`config.mk`:
```
export PLATFORM = sky130hd
export DESIGN_NAME = pipe_hazard_ctrl
export DESIGN_NICKNAME = d
export VERILOG_FILES = /design/src/rtl/pipe_hazard_ctrl.sv
export SDC_FILE = /design/constraint.sdc
export NUM_CORES = 1
export LEC_CHECK = 0
export ABC_AREA = 1
export BUFFER_PORTS_ARGS = -buffer_cell sky130_fd_sc_hd__buf_2
export CAP_MARGIN = 10
export CORE_MARGIN = 5
export CORE_UTILIZATION = 48
export CTS_CLUSTER_DIAMETER = 200
export DETAILED_ROUTE_END_ITERATION = 7
export PLACE_DENSITY = 0.76
export RECOVER_POWER = 100
export SKIP_CTS_REPAIR_TIMING = 1
export SYNTH_ARGS = -nofsm -noshare
export SYNTH_HDL_FRONTEND = slang
export SYNTH_SLANG_ARGS = --single-unit
```
`constraint.sdc`:
```
create_clock -name clk -period 1.5 [get_ports clk]
set_input_delay 0.225 -clock clk [delete_from_list [all_inputs] [get_ports clk]]
set_output_delay 0.225 -clock clk [all_outputs]
set_load 0.02 [all_outputs]
```
`src/rtl/pipe_hazard_ctrl.sv`:
```
`default_nettype none
// ============================================================================
//  Module      : pipe_hazard_ctrl
//  Description : Pipeline hazard controller. Resolves memory/MDU waits,
//                redirects, load-use and fetch waits into stall/flush controls.
//  Revision    : 1.0  initial release
// ============================================================================
module pipe_hazard_ctrl #(
  parameter int REG_W = 5,
  parameter int CNT_W = 32
) (
  input  logic             clk,
  input  logic             reset,
  input  logic             id_valid,
  input  logic             id_use_rs1,
  input  logic             id_use_rs2,
  input  logic [REG_W-1:0] id_rs1,
  input  logic [REG_W-1:0] id_rs2,
  input  logic             ex_valid,
  input  logic             ex_is_load,
  input  logic [REG_W-1:0] ex_rd,
  input  logic             ex_redirect,
  input  logic             imem_req,
  input  logic             imem_ack,
  input  logic             dmem_req,
  input  logic             dmem_ack,
  input  logic             mdu_start,
  input  logic             mdu_done,
  output logic             pc_stall,
  output logic             if_id_stall,
  output logic             if_id_flush,
  output logic             id_ex_stall,
  output logic             id_ex_flush,
  output logic             ex_mem_stall,
  output logic             ex_mem_flush,
  output logic             mem_wb_flush,
  output logic [CNT_W-1:0] stall_cycles
);

  typedef enum logic [1:0] {
    ST_RUN   = 2'd0,
    ST_DWAIT = 2'd1,
    ST_MWAIT = 2'd2
  } state_t;

  localparam logic [CNT_W-1:0] c_cnt_one = {{(CNT_W-1){1'b0}}, 1'b1};
  localparam logic [CNT_W-1:0] c_cnt_max = {CNT_W{1'b1}};

  state_t           r_state;
  logic             r_redirect_pending;
  logic [CNT_W-1:0] r_stall_cycles;

  logic w_dwait;
  logic w_mwait;
  logic w_loaduse;
  logic w_iwait;
  logic w_redirect;
  logic w_rs1_hit;
  logic w_rs2_hit;

  assign w_dwait    = dmem_req & ~dmem_ack;
  assign w_mwait    = ((r_state == ST_MWAIT) & ~mdu_done) |
                      ((r_state == ST_RUN) & mdu_start);
  assign w_rs1_hit  = id_use_rs1 & (id_rs1 == ex_rd);
  assign w_rs2_hit  = id_use_rs2 & (id_rs2 == ex_rd);
  assign w_loaduse  = ex_valid & ex_is_load & (ex_rd != '0) & id_valid &
                      (w_rs1_hit | w_rs2_hit);
  assign w_iwait    = imem_req & ~imem_ack;
  assign w_redirect = ex_redirect | r_redirect_pending;

  // Only the highest-priority active hazard drives the controls.
  always_comb begin
    pc_stall     = 1'b0;
    if_id_stall  = 1'b0;
    if_id_flush  = 1'b0;
    id_ex_stall  = 1'b0;
    id_ex_flush  = 1'b0;
    ex_mem_stall = 1'b0;
    ex_mem_flush = 1'b0;
    mem_wb_flush = 1'b0;
    if (reset) begin
      if (w_dwait) begin
        pc_stall     = 1'b1;
        if_id_stall  = 1'b1;
        id_ex_stall  = 1'b1;
        ex_mem_stall = 1'b1;
        mem_wb_flush = 1'b1;
      end else if (w_mwait) begin
        pc_stall     = 1'b1;
        if_id_stall  = 1'b1;
        id_ex_stall  = 1'b1;
        ex_mem_flush = 1'b1;
      end else if (w_redirect) begin
        if_id_flush  = 1'b1;
        id_ex_flush  = 1'b1;
      end else if (w_loaduse) begin
        pc_stall     = 1'b1;
        if_id_stall  = 1'b1;
        id_ex_flush  = 1'b1;
      end else if (w_iwait) begin
        pc_stall     = 1'b1;
        if_id_flush  = 1'b1;
      end
    end
  end

  always_ff @(posedge clk or negedge reset) begin
    if (!reset) begin
      r_state            <= ST_RUN;
      r_redirect_pending <= 1'b0;
      r_stall_cycles     <= '0;
    end else begin
      case (r_state)
        ST_RUN: begin
          if (w_dwait)        r_state <= ST_DWAIT;
          else if (mdu_start) r_state <= ST_MWAIT;
        end
        ST_DWAIT: if (dmem_ack) r_state <= ST_RUN;
        ST_MWAIT: if (mdu_done) r_state <= ST_RUN;
        default:  r_state <= ST_RUN;
      endcase

      // A redirect hidden behind a wait is held until the wait clears.
      if (w_dwait | w_mwait)
        r_redirect_pending <= r_redirect_pending | ex_redirect;
      else
        r_redirect_pending <= 1'b0;

      if (if_id_stall && (r_stall_cycles != c_cnt_max))
        r_stall_cycles <= r_stall_cycles + c_cnt_one;
    end
  end

  assign stall_cycles = r_stall_cycles;

endmodule
`default_nettype wire

```
==> results of run 1 <==
## power by group through the flow
stage                     Combinational (W)  Clock (W)  Sequential (W)
after floorplan                    0.000381          0         0.00121
after global placement             0.000880          0         0.00113
after detailed placement           0.000897          0         0.00114
after CTS                          0.000905   0.000708         0.00112
after global routing                0.00128   0.000776         0.00115
final                               0.00123   0.000712         0.00113
## critical path: stages (launching register included)
cell                      delay (ps)
sky130_fd_sc_hd__dfrtp_1         400
sky130_fd_sc_hd__or2_1           280
sky130_fd_sc_hd__o21ai_2         160
sky130_fd_sc_hd__or2_4           140
sky130_fd_sc_hd__buf_4           120
sky130_fd_sc_hd__nand2_4          80
sky130_fd_sc_hd__nand2_8         130
sky130_fd_sc_hd__buf_6           130
## cell usage after synthesis
master,instances
sky130_fd_sc_hd__buf_2,6
sky130_fd_sc_hd__ha_1,1
sky130_fd_sc_hd__nand4_1,8
sky130_fd_sc_hd__a21oi_1,2
sky130_fd_sc_hd__or2_1,1
sky130_fd_sc_hd__buf_6,3
sky130_fd_sc_hd__xnor2_1,4
sky130_fd_sc_hd__nand2_2,2
sky130_fd_sc_hd__o21ai_1,1
sky130_fd_sc_hd__buf_4,1
sky130_fd_sc_hd__nor3_1,11
sky130_fd_sc_hd__o41ai_1,1
sky130_fd_sc_hd__nand3_1,51
sky130_fd_sc_hd__a211oi_1,1
sky130_fd_sc_hd__nor2_2,1
sky130_fd_sc_hd__or2_2,2
sky130_fd_sc_hd__nand3_2,1
sky130_fd_sc_hd__nand3b_1,10
sky130_fd_sc_hd__nand2_1,180
sky130_fd_sc_hd__dfrtp_1,35
sky130_fd_sc_hd__nor2_1,50
sky130_fd_sc_hd__nor4_1,1
sky130_fd_sc_hd__inv_1,47
sky130_fd_sc_hd__inv_2,2
sky130_fd_sc_hd__nor3_2,2
sky130_fd_sc_hd__nand2_4,1
sky130_fd_sc_hd__xor2_1,11
## cells by family (layout without fill, tap and decap cells)
logic type               count (synthesis)  count (layout)  synth area share
AO/OA/AOI/OAI                            5               5            0.0116
XOR/XNOR                                15              15            0.0488
adder cells (fa/ha/maj)                  1               1           0.00465
buffers and inverters                   59             222            0.0949
flip-flops                              35              35             0.326
AND/OR/NAND/NOR                        321             324             0.514
## worst paths after layout
path                                               from                            to  slack [ps]  depth (start not counted)
min                                            dmem_ack        r_state[0]$_DFFE_PN0P_         150                          2
min reg2reg                stall_cycles[10]$_DFFE_PN0P_  stall_cycles[10]$_DFFE_PN0P_         570                          2
min in group asynchronous                         reset  stall_cycles[14]$_DFFE_PN0P_         530                          3
max in group asynchronous                         reset   stall_cycles[7]$_DFFE_PN0P_         120                          3
max reg2reg                 stall_cycles[8]$_DFFE_PN0P_  stall_cycles[14]$_DFFE_PN0P_        -410                          9
max                              r_state[0]$_DFFE_PN0P_                   if_id_stall        -470                          7
## through the flow
step           TNS [ps]  setup WS, ps  hold WS, ps  instance area, sq um
2_1_floorplan      -784         -39.6        -70.6                  2780
3_3_place_gp      -2710          -253          210                  3720
3_5_place_dp      -4340          -293          219                  3720
4_1_cts           -6400          -449        -93.8                  3810
5_1_grt          -14310          -521          152                  4420
6_report         -12460          -467          151                  4420
## sequential cells by signal, summed over array words and instances, names as in the netlist
| signal | count |
|---|---|
| r_redirect_pending | 1 |
| r_state | 2 |
| stall_cycles | 32 |
## routing by layer
| metal | up-vias | track usage |
|---|---|---|
| met3 | 116 | 0.0437 |
| met5 | - | 0 |
| li1 | 1705 | - |
| met1 | 1772 | 0.324 |
| met2 | 303 | 0.433 |
| met4 | 0 | 0.0619 |
## area by class of cell
cell class	count	area, sq um
multi-input cells	345	1950
well taps	72	90.1
inverters	49	184
flip-flops and latches	35	892
clock buffers	6	72.6
fillers	343	1050
clock inverters	2	12.5
repair buffers	165	1220
==> impl.org, run 1 <==
** Setup path
- The critical path in this run is classified as flip-flop to output pin.
- Startpoint kind of the worst setup timing path :: flip-flop
- Kind of capture point of the worst setup path :: output pin
- Critical-path maximum fanout :: 6
- Worst Path Arrival :: 1740 ps
- At the worst endpoint, the required time is approximately 1300 ps.

** STA
- Worst clock skew on the final layout :: roughly 4.8 ps
- The max-slew violation count is 0.
- Setup repair after global routing could not meet its margin everywhere.
- Final setup fails :: 38
- Across all setup checks in the final design, the least slack found is -467 ps.
- Final worst path period need :: between 1500 and 2000 ps
- For the pin with the worst max-slew slack, the measured transition is around 1200 ps.
- Post-route clock period utilization :: 1.31
- The worst pin sits at a relative slew slack of 0.217.
- The count of final hold-check violations was 0.
- Based on the critical path, the design can be clocked at up to ~510 MHz.

** Power and ir drop
- Combinational group share of total power :: 0.399
- Peak supply drop :: roughly 0.00091 V
- In this run the power density over the cells is 695 nW/um^2.
- Cell internal power was estimated by the tool at 0.00191 W.
- Net switching power figure :: 0.00116 W
- The analysis attributes to cell leakage a power of 2.37 nW.
- Sequential share of power :: 0.369
- Of the total power, the share spent switching nets is 0.378.
- Summing internal, switching and leakage power gives 0.00307 W.
- Of the total power, the clock network draws 0.232.

** GRT
- Vias in the first global route :: between 3,000 and 4,000
- For this run, the total global-route usage over all layers was measured as 0.250.
- Number of antenna violations at the first check in global routing :: 0
- First-pass GRT wire length :: 14,700 um
- Overall overflow remaining after global route :: 0
- Entering global routing, the biggest net connects 32 pins.

** Clock tree
- The H-tree generated during clock tree synthesis spans 2 levels.
- For the worst-skew pair, the clock arrives at the later sink with an insertion delay of 300 ps.
- In this run the clock root is driven by a sky130_fd_sc_hd__clkbuf_8.
- The longest clock path from root to sink contains 2 buffers.
- Buffers inserted during clock tree synthesis total 5.
- Clock net sink count :: 35
- Clock tree from TritonCTS :: yes
- Post-CTS clock slew at the launch and capture registers of the worst setup and hold paths :: 80 ps

** Floorplan
- Initial Util :: 0.492
- Cell row count :: 27
- Total I/O pin count :: 69
- Measured along the x axis, the die boundary spans 84.9 um.
- The die covers 7200 sq um.
- The region available for standard cell placement spans 5470 sq um.
- Height of the die :: 84.9 um

** Placed design
- Buffers added on ports :: 68
- RePlAce Congestion :: approximately 1.0
- Final HPWL DP :: a little over 7000 um
- Inst Count DP :: 645

** Synthesis
- Number of synthesized register bits :: 35
- Syn Inst Count :: 436
- Post-Synthesis Net Count :: 466
- Post-synthesis area per instance :: between 6 and 7 sq um
- In this run the cell area of the synthesized design comes to 2690 sq um.
- Summed over all instances, the cell type with the most area after synthesis is sky130_fd_sc_hd__dfrtp_1.
- For this run, the register share of the synthesized area comes to 0.326.
- Number of unique standard cell types used by synthesis :: 27
- During synthesis, Yosys emitted a total of 0 warnings.
- The share of synthesized area in the top cell type comes to 0.326.
- Synth area leaders :: sky130_fd_sc_hd__dfrtp_1, sky130_fd_sc_hd__nand2_1, sky130_fd_sc_hd__nand3_1

** Detailed routing
- Met3 WL :: 1400 um
- After detailed routing, the number of vias per cell comes to approximately 5.8.
- DR vias :: between 3,000 and 4,000
- Metal-1 WL :: 4410 um
- After detailed routing, no signal wire sits above met4.
- The final layout contains routed wiring with a total length of around 12,000 um.
- Wire length per cell :: 18.5 um
- Antenna viol nets, final :: 0
- Number of detailed-routing iterations run before antenna repair :: 6
- Metal2 WL :: around 5800 um
- In the routed design, unresolved DRC markers number 0.
- The detailed router finished its first iteration with 450 violations.

** Final layout
- Share of cells above drive strength 1 :: 0.435
- Leaving out fill and tap cells, the most frequent cell in the layout is sky130_fd_sc_hd__nand2_1.
- Number of non-filler instances in the completed layout :: 674
- Net count reported at finish :: 631
- Synth-to-layout area growth :: 64.3%
- The library cells used most frequently in the layout, excluding fill and tap cells, are sky130_fd_sc_hd__nand2_1, sky130_fd_sc_hd__buf_4, sky130_fd_sc_hd__buf_2, sky130_fd_sc_hd__inv_1.
- The repair_antennas step left the layout with diodes totalling 0.
- At the end of the flow the core is filled with cells to 0.807.

** Status
- The final reports fail on negative setup slack.
- Run status :: finished with violations

** Run
- Total of max-cap violations :: 0

** Worst hold path
- The min-delay analysis places its worst path in the category input pin to flip-flop.
(Power assumes the default switching activity.)
==> run 2: changes to the inputs <==
Settings changed: CORE_UTILIZATION 48 to 54, PLACE_DENSITY 0.76 to 0.81.
Clock period 1.5 ns to 2.05 ns, I/O delays scaled along.
==> run 2 against run 1 <==
Compared with the run above:
- the run now ends clean
- hold slack got worse by 58 ps
- wire length is 39% lower
- total power down 40%
- sequential share of layout area is 7.0 points higher
- die area fell by 9.8%
- clock skew is 1.5 ps higher
- register-to-register slack better by 670 ps
==> impl.org, run 2 (synthesized netlist as in run 1, its figures left out) <==
** Placed design
- Post-placement cell area :: 3140 sq um (was 3720 sq um)
- The final weighted congestion of routability-driven global placement was 0.997 (was 1.05).
- The worst slack at placement came to 298 ps (was -293 ps).
- Final HPWL DP :: 5930 um (was 7140 um)
- Buffers added on ports :: 68 (unchanged)

** Setup path
- Type of the worst setup path :: flip-flop to output pin (unchanged)
- Worst-path cell with the longest stage delay :: sky130_fd_sc_hd__dfrtp_1 (unchanged)
- Worst setup path start :: r_state[1]$_DFFE_PN0P_ (was r_state[0]$_DFFE_PN0P_)
- The launching point of the worst reg2reg path is stall_cycles[9]$_DFFE_PN0P_ (was stall_cycles[8]$_DFFE_PN0P_).
- The required time at the endpoint of the critical path came to 1740 ps (was 1270 ps).
- Cell Chain, Critical Path: nand3b_1 -> o21ai_1 -> or2_4 -> or2_4 -> a21oi_1 -> buf_4 (was or2_1 -> o21ai_2 -> or2_4 -> buf_4 -> nand2_4 -> nand2_8 -> buf_6).
- The worst-path maximum fanout is 4 (was 6).
- Startpoint kind of the worst setup timing path :: flip-flop (unchanged)
- Kind of capture point of the worst setup path :: output pin (unchanged)
- The count of buffer and inverter cells on the critical path came to 1 (was 2).
- Cell with the most instances on the worst path :: sky130_fd_sc_hd__or2_4
- Delay of the slowest critical-path stage :: 410 ps (was 400 ps)
- Cell family contributing the most delay on the critical path :: simple AND/OR/NAND/NOR gates (unchanged)
- Worst Path Arrival :: 1700 ps (was 1740 ps)

** Floorplan
- Overall die width :: 80.6 um (was 84.9 um)
- Cell row count :: 25 (was 27)
- Total I/O pin count :: 69 (unchanged)
- The standard cell core area was 4790 sq um (was 5470 sq um).
- The die outline height was 80.6 um (was 84.9 um).
- The full die area is 6490 sq um (was 7200 sq um).
- The initial core utilization is 0.562 (was 0.492).

** Final layout
- The number of flip-flops in the largest register is 32 (unchanged).
- Diode count :: 0 (unchanged)
- Final core area utilization :: 0.674 (was 0.807)
- Most used cells in the layout excluding fill and tap cells :: sky130_fd_sc_hd__nand2_1, sky130_fd_sc_hd__nand3_1, sky130_fd_sc_hd__nor2_1, sky130_fd_sc_hd__inv_1, sky130_fd_sc_hd__clkbuf_1 (was sky130_fd_sc_hd__nand2_1, sky130_fd_sc_hd__buf_4, sky130_fd_sc_hd__buf_2, sky130_fd_sc_hd__inv_1)
- The most common library cell in the layout ignoring fill and taps is sky130_fd_sc_hd__nand2_1 (unchanged).
- Layout Cell Area excl Fill :: 3220 sq um (was 4420 sq um)
- Net count reported at finish :: 545 (was 631)
- The fraction of final layout cells sized beyond drive strength 1 is 0.124 (was 0.435).
- Synth-to-layout area growth :: 19.9% (was 64.3%)

** STA
- The hold slack is 93.0 ps (was 151 ps).
- Fmax :: about 500 MHz
- Final worst setup slack :: 43.4 ps (was -467 ps)
- The max-slew violation count came to 0 (unchanged).
- Counting I/O delays and the setup requirement, the final critical path takes 2010 ps.
- The tightest slew margin relative to the limit came to 0.392 (was 0.217).
- The count of final hold-check violations is 0 (unchanged).
- Worst clock skew on the final layout :: 6.33 ps (was 4.81 ps)
- Final setup fails :: 0 (was 38)
- Of the available clock period, the critical path in the final layout requires 0.979.
- Slew @ Worst Pin :: 912 ps (was 1170 ps)

** Detailed routing
- Antenna viol nets, final :: 0 (unchanged)
- The number of search-and-repair iterations in the first detailed-routing pass was 4 (was 6).
- The count of unresolved DRC violations after routing was 0 (unchanged).
- The via-per-instance ratio came to 5.08 (was 5.78).
- The final routed wirelength across all metal layers was 7640 um (was 12,500 um).
- DR iter-0 viols :: 195 (was 450)
- Wire length per cell :: 13.1 um (was 18.5 um)
- DR vias :: 2,960 (was 3,896)

** Power and ir drop
- The switching fraction of total power is 0.342 (was 0.378).
- The clock power share is 0.306 (was 0.232).
- The internal power component came to 0.00122 W (was 0.00191 W).
- Peak supply drop :: 0.000645 V (was 0.000915 V)
- The share of total power in sequential cells is 0.430 (was 0.369).
- The power dissipated by switching net loads came to 0.000635 W (was 0.00116 W).
- Static leakage :: 1.69 nW (was 2.37 nW)
- Combinational group share of total power :: 0.265 (was 0.399)
- Power Density :: 575 nW/um^2 (was 695 nW/um^2)

** GRT
- First-pass GRT wire length :: 12,700 um (was 14,700 um)
- The met3 usage in global routing was 0.0381 (was 0.0437).
- Global route hottest layer :: met2 (unchanged)
- Global Route met1 Usage :: 0.336 (was 0.324)
- Largest net degree at the start of global routing :: 32 (unchanged)
- The initial antenna violation count came to 0 (unchanged).
- Global-route usage over all layers :: 0.249 (was 0.250)
- The via count of the first global-routing pass is 2,784 (was 3,170).
- The global route total overflow came to 0 (unchanged).
- Global routing met2 resource utilization :: 0.397 (was 0.433)

** Clock tree
- Max H-tree Level :: 2 (unchanged)
- The clock latency at the later pin of the worst-skew pair came to 290 ps (was 300 ps).
- The clock transition at the registers of the reported paths is 70 ps (was 80 ps).
- The cell chosen for the clock root was sky130_fd_sc_hd__clkbuf_8 (unchanged).
- The clock tree from TritonCTS was yes (unchanged).
- Num CTS Buffers :: 5 (unchanged)
- The maximum buffer depth of the clock tree was 2 (unchanged).
- Clock net sink count :: 35 (unchanged)

** Run
- Total of max-cap violations :: 0 (unchanged)

** Status
- Run status :: finished, final reports clean (was finished with violations)

** Worst hold path
- Class of the tightest hold or removal check :: input pin to async pin (was input pin to flip-flop)
==> run 2: cell count changes in the layout (fill, tap and decap cells not counted), sizes merged <==
cell and change:
buf -110, clkbuf +28, clkinv -1, nand2 -3
==> run 2: area by class of cell <==
| cell class | count | area, sq um |
|---|---|---|
| clock buffers | 7 | 96.3 |
| clock inverters | 1 | 7.51 |
| fillers | 480 | 1560 |
| inverters | 49 | 184 |
| multi-input cells | 342 | 1570 |
| flip-flops and latches | 35 | 876 |
| well taps | 67 | 83.8 |
| repair buffers | 82 | 404 |
==> run 2: worst register-to-register path, cell delays in order (launching register included) <==
cell                      delay [ps]
sky130_fd_sc_hd__dfrtp_1         480
sky130_fd_sc_hd__inv_1           120
sky130_fd_sc_hd__nor3_2          250
sky130_fd_sc_hd__nand3_1         100
sky130_fd_sc_hd__nor2_1          140
sky130_fd_sc_hd__nand3_2         130
sky130_fd_sc_hd__nand2_4         340
sky130_fd_sc_hd__nand2_1         110
sky130_fd_sc_hd__nand2_1          70
==> run 2: worst paths after layout <==
path	to	slack (ps)	cells after the start
min in group clk	r_state[0]$_DFFE_PN0P_	230	2
max in group asynchronous	stall_cycles[20]$_DFFE_PN0P_	1140	2
worst min register to register	r_state[0]$_DFFE_PN0P_	490	1
worst max-delay path	id_ex_flush	40	6
worst max register to register	stall_cycles[1]$_DFFE_PN0P_	260	8
worst min-delay path	stall_cycles[12]$_DFFE_PN0P_	90	2
==> run 2: routing by layer <==
layer	up-vias	share of wire
met3	19	0.064
met4	0	0.029
met1	1323	0.46
met2	98	0.45
met5	-	0
li1	1520	-
==> run 2: stage by stage <==
| stage | setup TNS [ps] | power [W] | cells |
|---|---|---|---|
| after floorplan | 0 | 0.00112 | 436 |
| final | 0 | 0.00185 | 583 |
| after global routing | -27.9 | 0.00197 | 583 |
| after CTS | -43.8 | 0.00186 | 582 |
| after detailed placement | 0 | 0.00130 | 574 |
| after global placement | 0 | 0.00129 | 574 |
==> run 2: power groups by stage <==
stage	registers, W	logic, W	clock network (W)
after floorplan	0.000869	0.000248	0
after global placement	0.000808	0.000483	0
after detailed placement	0.000809	0.000492	0
after CTS	0.000795	0.000493	0.000573
after global routing	0.000809	0.000545	0.000614
final	0.000797	0.000491	0.000567
==> run 3: changes to the inputs <==
Settings changed: CORE_MARGIN 5 to 1.5, GPL_ROUTABILITY_DRIVEN set to 0.
==> run 3 against run 2 <==
Compared with the run above:
- final cell count is 0.51% lower
- largest power group unchanged
- die area is 17% lower
- combinational power is 4.9% lower
- clock-buffer cell count stayed put
- register-to-register slack worse by 50 ps
- first-iteration DRC count is 2.1% higher
- via count is 1.9% higher
==> impl.org, run 3 (synthesized netlist as in run 1, its figures left out) <==
** Clock tree
- Post-CTS clock slew at the launch and capture registers of the worst setup and hold paths :: 70 ps (about the same)
- Num CTS Buffers :: 5 (unchanged)
- The clock latency at the later pin of the worst-skew pair is 290 ps (about the same).
- Max H-tree Level :: 2 (unchanged)
- Max Root-Sink Buffers :: 2 (unchanged)
- The cell chosen for the clock root was sky130_fd_sc_hd__clkbuf_8 (unchanged).
- Clock tree from TritonCTS :: yes (unchanged)
- Clock net sink count :: 35 (unchanged)

** Detailed routing
- Via density per instance :: 5.20 (was 5.08)
- The remaining antenna violation count came to 0 (unchanged).
- The count of unresolved DRC violations after routing came to 0 (unchanged).
- Wire length per cell :: 12.5 um (was 13.1 um)
- Drt total wl :: 7250 um (was 7640 um)
- The number of search-and-repair iterations in the first detailed-routing pass was 7 (was 4).
- The number of DRC violations after detailed-routing iteration 0 was 199 (was 195).
- The via count came to 3,017 (was 2,960).

** Setup path
- Register-to-register setup slack :: 210 ps (was 260 ps)
- The category of the most critical setup path is flip-flop to output pin (unchanged).
- The capturing point of the worst reg2reg path is stall_cycles[6]$_DFFE_PN0P_ (was stall_cycles[1]$_DFFE_PN0P_).
- The capturing element type of the critical path is an output pin (unchanged).
- Worst Path Arrival :: 1690 ps (was 1700 ps)
- The worst-path maximum fanout came to 4 (unchanged).
- Worst endpoint required time :: 1740 ps (about the same)
- Startpoint kind of the worst setup timing path :: flip-flop (unchanged)
- The launching point of the worst reg2reg path is stall_cycles[1]$_DFFE_PN0P_ (was stall_cycles[9]$_DFFE_PN0P_).
- FF-to-FF path depth :: 9 (was 8)

** Final layout
- Synth-to-layout area growth :: 18.1% (was 19.9%)
- The number of flip-flops in the largest register was 32 (unchanged).
- The number of standard cells in the layout, taps in and fillers out is 580 (was 583).
- The layout net count is 542 (was 545).
- Final core area utilization :: 0.668 (was 0.674)
- The fraction of final layout cells sized beyond drive strength 1 was 0.119 (was 0.124).
- Diode count :: 0 (unchanged)
- Most common cell after layout, fill and taps aside :: sky130_fd_sc_hd__nand2_1 (unchanged)
- Layout Cell Area excl Fill :: 3180 sq um (was 3220 sq um)
- Most used cells in the layout excluding fill and tap cells: sky130_fd_sc_hd__nand2_1, sky130_fd_sc_hd__nand3_1, sky130_fd_sc_hd__nor2_1, sky130_fd_sc_hd__inv_1, sky130_fd_sc_hd__clkbuf_1 (unchanged).

** STA
- The count of final hold-check violations was 0 (unchanged).
- Final worst path period need :: 1990 ps (was 2010 ps)
- Final setup fails :: 0 (unchanged)
- Setup repair after global routing left no endpoint under its margin.
- Fmax :: 502 MHz (was 498 MHz)
- Relative slew slack :: 0.338 (was 0.392)
- The worst-margin pin slew came to 993 ps (was 912 ps).
- The max-slew violation count came to 0 (unchanged).
- Worst clock skew on the final layout :: 3.50 ps (was 6.33 ps)
- The share of the cycle needed by the critical path after routing was 0.973 (was 0.979).

** GRT
- Largest net degree at the start of global routing :: 32 (unchanged)
- Number of antenna violations at the first check in global routing :: 0 (unchanged)
- Vias in the first global route :: 2,806 (was 2,784)
- The total track usage was 0.296 (was 0.249).
- First-pass GRT wire length :: 12,400 um (was 12,700 um)
- Overall overflow remaining after global route :: 0 (unchanged)

** Floorplan
- Overall die width :: 73.6 um (was 80.6 um)
- The standard cell core area came to 4750 sq um (was 4790 sq um).
- Height of the die :: 73.6 um (was 80.6 um)
- Initial Util :: 0.566 (was 0.562)
- The full die area was 5410 sq um (was 6490 sq um).
- Cell row count :: 25 (unchanged)
- Total I/O pin count :: 69 (unchanged)

** Power and ir drop
- The total power per unit cell area came to 553 nW/um^2 (was 575 nW/um^2).
- The share of total power in sequential cells was 0.461 (was 0.430).
- The reported leakage power was 1.66 nW (was 1.69 nW).
- The internal power component is 0.00114 W (was 0.00122 W).
- The power dissipated by switching net loads is 0.000617 W (was 0.000635 W).
- Peak supply drop :: 0.000581 V (was 0.000645 V)
- Combinational group share of total power :: 0.265 (about the same)
- Clock network power share :: 0.274 (was 0.306)
- The switching fraction of total power is 0.351 (was 0.342).

** Placed design
- Final HPWL DP :: 5640 um (was 5930 um)
- The number of I/O port buffers was 68 (unchanged).
- The placed cell count is 572 (was 574).
- The placed standard-cell area came to 3130 sq um (was 3140 sq um).

** Worst hold path
- Class of the tightest hold or removal check :: input pin to async pin (unchanged)

** Status
- Run status: finished, final reports clean (unchanged).

** Run
- The number of violations of the max-capacitance limit is 0 (unchanged).
[run 3: cell count changes in the layout (fill, tap and decap cells not counted), moves of 2 or more]
| cell | change |
|---|---|
| sky130_fd_sc_hd__clkbuf_1 | +2 |
| sky130_fd_sc_hd__clkbuf_2 | +2 |
| sky130_fd_sc_hd__clkbuf_8 | -2 |
| sky130_fd_sc_hd__buf_4 | -4 |
[run 3: critical path, cell delays in order (launching register included)]
cell and delay (ps):
sky130_fd_sc_hd__dfrtp_1 410, sky130_fd_sc_hd__nand3b_1 130, sky130_fd_sc_hd__o21ai_2 70, sky130_fd_sc_hd__or2_4 230, sky130_fd_sc_hd__or2_4 250, sky130_fd_sc_hd__a21oi_2 120
sky130_fd_sc_hd__clkbuf_2 180
[run 3: cell type report]
cell class                 count  area (sq um)
multi-input combinational    342          1580
fill                         478          1580
sequential                    35           876
timing repair buffer          79           374
inverter                      49           184
tap                           67          83.8
clock buffer                   7          76.3
clock inverter                 1          5.00
[run 3: layer usage]
metal | global-route usage | vias up | wire length (um)
li1 | - | 1520 | -
met1 | 0.381 | 1340 | 3110
met2 | 0.478 | 135 | 3360
met3 | 0.0604 | 22 | 603
met4 | 0.130 | 0 | 177
met5 | 0 | - | 0
[run 3: stage by stage]
step	setup WS (ps)	hold slack (ps)	TNS, ps	power (W)
after floorplan	284	11.9	0	0.00112
after global placement	329	296	0	0.00127
after detailed placement	253	310	0	0.00129
after CTS	-64.9	-1.45	-79.9	0.00177
after global routing	7.17	79.6	0	0.00185
final	56.1	36.1	0	0.00176
[run 3: worst max path at each step]
stage,start,to,cells past startpoint
floorplan,r_state[1]$_DFFE_PN0P_,id_ex_flush,5
global placement,stall_cycles[0]$_DFFE_PN0P_,stall_cycles[25]$_DFFE_PN0P_,10
detailed placement,mdu_done,if_id_flush,7
CTS,r_state[1]$_DFFE_PN0P_,if_id_flush,6
global route,r_state[0]$_DFFE_PN0P_,if_id_flush,7
finish,r_state[1]$_DFFE_PN0P_,if_id_flush,6
[run 3: power groups by stage]
stage / Clock (W) / Combinational [W] / Sequential (W)
final: 0.000481 / 0.000467 / 0.000810
after global routing: 0.000513 / 0.000518 / 0.000821
after global placement: 0 / 0.000459 / 0.000814
after detailed placement: 0 / 0.000471 / 0.000820
after CTS: 0.000491 / 0.000474 / 0.000807
after floorplan: 0 / 0.000248 / 0.000869
